### src/rtl/sisc_ctrl_mc.sv
// Multi-cycle control FSM for the SISC processor: fetch/decode/execute/mem/writeback
// with decode-stage branch resolution, mem-ready stall with timeout, and a hardware halt state.
module sisc_ctrl_mc #(
    parameter int OPW    = 4,
    parameter int MMW    = 4,
    parameter int STATW  = 4,
    parameter int MEM_TO = 15
) (
    input  logic             clk,
    input  logic             rst_f,
    input  logic [OPW-1:0]   opcode,
    input  logic [MMW-1:0]   mm,
    input  logic [STATW-1:0] stat,
    input  logic             mem_rdy,
    output logic             pc_rst,
    output logic             ir_load,
    output logic             pc_write,
    output logic             pc_sel,
    output logic             br_sel,
    output logic [1:0]       alu_op,
    output logic             dm_we,
    output logic             rf_we,
    output logic             wb_sel,
    output logic             illegal,
    output logic             mem_err,
    output logic             halted
);
    typedef enum logic [2:0] {
        START0, START1, FETCH, DECODE, EXECUTE, MEM, WRITEBACK, HALT
    } state_t;

    localparam logic [OPW-1:0] OP_NOOP = OPW'(0);
    localparam logic [OPW-1:0] OP_LOD  = OPW'(1);
    localparam logic [OPW-1:0] OP_STR  = OPW'(2);
    localparam logic [OPW-1:0] OP_SWP  = OPW'(3);
    localparam logic [OPW-1:0] OP_BRA  = OPW'(4);
    localparam logic [OPW-1:0] OP_BRR  = OPW'(5);
    localparam logic [OPW-1:0] OP_BNE  = OPW'(6);
    localparam logic [OPW-1:0] OP_BNR  = OPW'(7);
    localparam logic [OPW-1:0] OP_ALU  = OPW'(8);
    localparam logic [OPW-1:0] OP_HLT  = OPW'(15);

    state_t     state, nxt;
    logic [7:0] cnt;
    logic       cond, is_lod, is_str, is_br, is_rel, taken, known, err_set;
    logic [1:0] alu_sel;

    assign is_lod = (opcode == OP_LOD);
    assign is_str = (opcode == OP_STR);
    assign is_br  = (opcode == OP_BRA) || (opcode == OP_BRR) ||
                    (opcode == OP_BNE) || (opcode == OP_BNR);
    assign is_rel = (opcode == OP_BRR) || (opcode == OP_BNR);
    assign cond   = |(stat & mm[STATW-1:0]);
    assign taken  = (((opcode == OP_BRA) || (opcode == OP_BRR)) &&  cond) ||
                    (((opcode == OP_BNE) || (opcode == OP_BNR)) && !cond);
    assign known  = is_br || is_lod || is_str || (opcode == OP_NOOP) ||
                    (opcode == OP_SWP) || (opcode == OP_ALU) || (opcode == OP_HLT);

    // ALU function for EXECUTE; WRITEBACK reuses it since opcode/mm stay stable
    always_comb begin
        alu_sel = 2'b00;
        if (opcode == OP_ALU)       alu_sel = mm[3] ? 2'b01 : 2'b00;
        else if (is_lod || is_str)  alu_sel = 2'b10;
        else if (opcode == OP_SWP)  alu_sel = 2'b11;
    end

    always_ff @(posedge clk or negedge rst_f) begin
        if (!rst_f) state <= START0;
        else        state <= nxt;
    end

    // Wait counter lives only in MEM; cleared whenever outside it
    always_ff @(posedge clk or negedge rst_f) begin
        if (!rst_f)             cnt <= '0;
        else if (state != MEM)  cnt <= '0;
        else if (!mem_rdy)      cnt <= cnt + 8'd1;
    end

    always_ff @(posedge clk or negedge rst_f) begin
        if (!rst_f)       mem_err <= 1'b0;
        else if (err_set) mem_err <= 1'b1;
    end

    always_comb begin
        nxt      = state;
        pc_rst   = 1'b0;
        ir_load  = 1'b0;
        pc_write = 1'b0;
        pc_sel   = 1'b0;
        br_sel   = 1'b0;
        alu_op   = 2'b00;
        dm_we    = 1'b0;
        rf_we    = 1'b0;
        wb_sel   = 1'b0;
        illegal  = 1'b0;
        halted   = 1'b0;
        err_set  = 1'b0;
        case (state)
            START0: begin pc_rst = 1'b1; nxt = START1; end
            START1: begin pc_rst = 1'b1; nxt = FETCH;  end
            FETCH: begin
                ir_load  = 1'b1;
                pc_write = 1'b1;
                nxt      = DECODE;
            end
            DECODE: begin
                if (is_br) begin
                    pc_write = taken;
                    pc_sel   = taken;
                    br_sel   = taken && is_rel;
                    nxt      = FETCH;
                end else if (opcode == OP_HLT) begin
                    nxt = HALT;
                end else if (!known || opcode == OP_NOOP) begin
                    illegal = !known;
                    nxt     = FETCH;
                end else begin
                    nxt = EXECUTE;
                end
            end
            EXECUTE: begin
                alu_op = alu_sel;
                nxt    = (is_lod || is_str) ? MEM : WRITEBACK;
            end
            MEM: begin
                alu_op = 2'b10;
                dm_we  = is_str;
                if (mem_rdy) begin
                    nxt = is_lod ? WRITEBACK : FETCH;
                end else if (cnt == 8'(MEM_TO - 1)) begin
                    // This is the MEM_TO-th wait cycle; give up
                    err_set = 1'b1;
                    nxt     = HALT;
                end
            end
            WRITEBACK: begin
                alu_op = alu_sel;
                rf_we  = 1'b1;
                wb_sel = is_lod;
                nxt    = FETCH;
            end
            HALT:    halted = 1'b1;
            default: nxt = START0;
        endcase
    end
endmodule

### config.mk
export PLATFORM = sky130hd
export DESIGN_NAME = sisc_ctrl_mc
export DESIGN_NICKNAME = d
export VERILOG_FILES = /design/src/rtl/sisc_ctrl_mc.sv
export SDC_FILE = /design/constraint.sdc
export NUM_CORES = 1
export LEC_CHECK = 0
export CORE_ASPECT_RATIO = 2
export CORE_MARGIN = 1
export CORE_UTILIZATION = 30
export DETAILED_ROUTE_END_ITERATION = 12
export GPL_ROUTABILITY_DRIVEN = 0
export PLACE_DENSITY = 0.58
export SYNTH_ARGS = -nofsm -noshare
export SYNTH_HDL_FRONTEND = slang
export SYNTH_SLANG_ARGS = --single-unit
### constraint.sdc
create_clock -name clk -period 3.2 [get_ports clk]
set_input_delay 0.64 -clock clk [delete_from_list [all_inputs] [get_ports clk]]
set_output_delay 0.64 -clock clk [all_outputs]
set_load 0.02 [all_outputs]
==> impl_metrics.yaml <==
status:
  outcome: "finished, final reports clean"
finish:
  area.sequential_um2: 300.3
  multi_input_area_um2: 548.0
  layout_commonest_cell: "clkdlybuf4s50_1"
  final_cell_area_um2: 1267
  syn_to_final_growth_pct: 41.28
  drive_gt1_frac: 0.1119
  final_cell_mix: "clkdlybuf4s50_1 (25), nor2_1 (14), dfrtp_1 (12), nand2_1 (8), xor2_1 (8)"
  diodes: 0
  nFillCells: 295
  final_net_count: 152
drt:
  routedWlPerCell_um: 14.28
  detail-route-antenna-nets: 0
  postRouteWirelength_um: 2327
  avgViaCountPerCell: 5.344
  drtIter0Drc: 10
  drtPass1Iterations: 4
  vias: 871
  drc: 0
logic_synthesis:
  avgSynthCellArea_um2: 8.463
  syn-cell-area_um2: 897.1
  synth_nets: 123
  yosys-top-cells-area: "dfrtp_1 (33%), xor2_1 (7.8%), nor2_1 (6.3%)"
  yosys.area.top_type: "dfrtp_1"
  yosysWarnings: 0
  netlist_instances: 106
  synth_top_area_share: 0.3347
  synth_seq_cells: 12
  synth-seq-area-share: 0.3347
  ys_types: 37
cts:
  cts_tree: "done"
  htreeDepth: 1
  clock_latency_ps: 240
  path_clk_slew_ps: 50
  holdBufCountCts: 0
  cts_setup_buffers: 0
  cts-root-buf: "clkbuf_8"
  cts-resized-gates: 0
  numClockSinks: 12
  clk_path_buf_depth: 2
  numCtsBuffers: 3
grt:
  grt_overflow_total: 0
  grt_pass1_wl_um: 3739
  grt_usage: 0.1649
  grt_pass1_vias: 847
  antenna_found_initial: 0
  grt_max_degree: 13
placement:
  place_hpwl_um: 1875
  place_area_um2: 1205
  io_buffers: 27
floorplan:
  initial_core_util: 0.3199
  die_h_um: 79.34
  core_um2: 2804
  die_w_um: 40.67
  dieArea_um2: 3226
  io_pins: 28
  rows: 27
setup_path:
  rrSetupSlack_ps: 1510
  cp_common_cell: "clkdlybuf4s50_1"
  worstSetupStartpointType: "primary input"
  path_depth: 4
  required_ps: 2560
  cpLargestDelayFamily: "buffers and inverters"
  crit_path_max_fanout: 9
  slowest_delay_ps: 610
  cp.buffers_inverters: 2
  timing.rr.start: "cnt[0]"
  critPathCapture: "wb_sel"
  r2r_cells: 6
  worstReg2RegEnd: "state[1]"
  slowest_stage: "clkdlybuf4s50_1"
  worstPathArrival_ps: 2460
  startpoint: "opcode[1]"
  cp-end-kind: "output pin"
  path_cells: "clkdlybuf4s50_1 -> or4b_1 -> nor2_1 -> clkdlybuf4s50_1"
  critPathKind: "in2out"
timing:
  slew_viol_final: 0
  rsz0062_at_grt: "no"
  fmax_mhz: 322.1
  finalCritPeriodShare: 0.9703
  hold_ws_ps: 457.8
  setup_violations: 0
  slew_headroom: 0.6375
  fin_tns_setup_ps: 0
  worst_pin_slew_ps: 542.1
  finalHoldViolCount: 0
  fin_crit_ps: 3105
  finClkSkew_ps: 1.763
job:
  drv_cap: 0
pwr:
  p_per_area_nw_per_um2: 549.5
  ir_drop_mv: 0.2957
  p_leak_nw: 0.5606
hold_path:
  hold_class: "reg2reg"
==> registers in the layout (all words and copies together) (netlist names) <==
| register | count |
|---|---|
| mem_err | 1 |
| cnt | 8 |
| state | 3 |
==> synthesized netlist by cell type <==
master     instances
nor2_1            15
dfrtp_1           12
nand2_1            8
xor2_1             8
buf_2              5
and3_1             4
inv_1              4
o21ai_0            4
clkbuf_1           3
nand3_1            3
nor2b_1            3
nor3_1             3
a21oi_1            2
a22o_1             2
a31oi_1            2
and2_1             2
and4bb_2           2
ha_1               2
nand4_1            2
nor3b_1            2
o21a_1             2
a21o_1             1
a2bb2oi_1          1
a311o_1            1
and3b_1            1
mux2i_1            1
nand2b_1           1
nand3b_1           1
nor4_1             1
nor4b_1            1
o311a_1            1
o31ai_4            1
or2_1              1
or2_2              1
or4b_1             1
or4b_4             1
xnor2_1            1
==> cells by family after synthesis <==
family,Yosys count,synth area share
simple gates,53,0.3333
compound gates,17,0.1478
buf+inv,12,0.05717
flops,12,0.3347
xor+xnor,9,0.08787
fa+ha+maj,2,0.02789
mux,1,0.01116
==> power breakdown <==
| part | internal [mW] | switching [mW] | leakage [nW] |
|---|---|---|---|
| Clock | 0.109 | 0.0576 | 0.0288 |
| Sequential | 0.171 | 0.0417 | 0.160 |
| Combinational | 0.159 | 0.158 | 0.372 |
| Total | 0.439 | 0.257 | 0.561 |
==> final cells by class <==
class / instances / share of cell area
Clock buffer: 4 / 0.04344
Sequential cell: 12 / 0.2369
Multi-Input combinational cell: 82 / 0.4324
Timing Repair Buffer: 32 / 0.2468
Tap cell: 29 / 0.02863
Inverter: 4 / 0.01185
==> through the flow <==
| step | utilization | total power [mW] | std cells | setup WS [ps] |
|---|---|---|---|---|
| 3_5_place_dp | 0.4297 | 0.5350 | 159 | 31.96 |
| 3_3_place_gp | 0.4297 | 0.5340 | 159 | 33.80 |
| 5_1_grt | 0.4520 | 0.7310 | 163 | 25.10 |
| 6_report | 0.4520 | 0.6965 | 163 | 95.04 |
| 2_1_floorplan | - | 0.3936 | 106 | 895.6 |
| 4_1_cts | 0.4494 | 0.7073 | 163 | 16.91 |
==> routing by layer <==
metal  wire length, um  global-route usage  up-vias
met4                38             0.06000        0
met3               113             0.01676        6
li1                  -                   -      422
met5                 0                   0        -
met1               837              0.1556      406
met2              1339              0.3190       37
==> worst min path at each step <==
stage,from,to,cells past startpoint
floorplan,rst_f,cnt[0],0
global placement,mem_err,mem_err,1
detailed placement,mem_err,mem_err,1
CTS,mem_err,mem_err,1
global route,mem_err,mem_err,1
finish,mem_err,mem_err,1
Note: power is estimated with default switching activity, not from simulation.
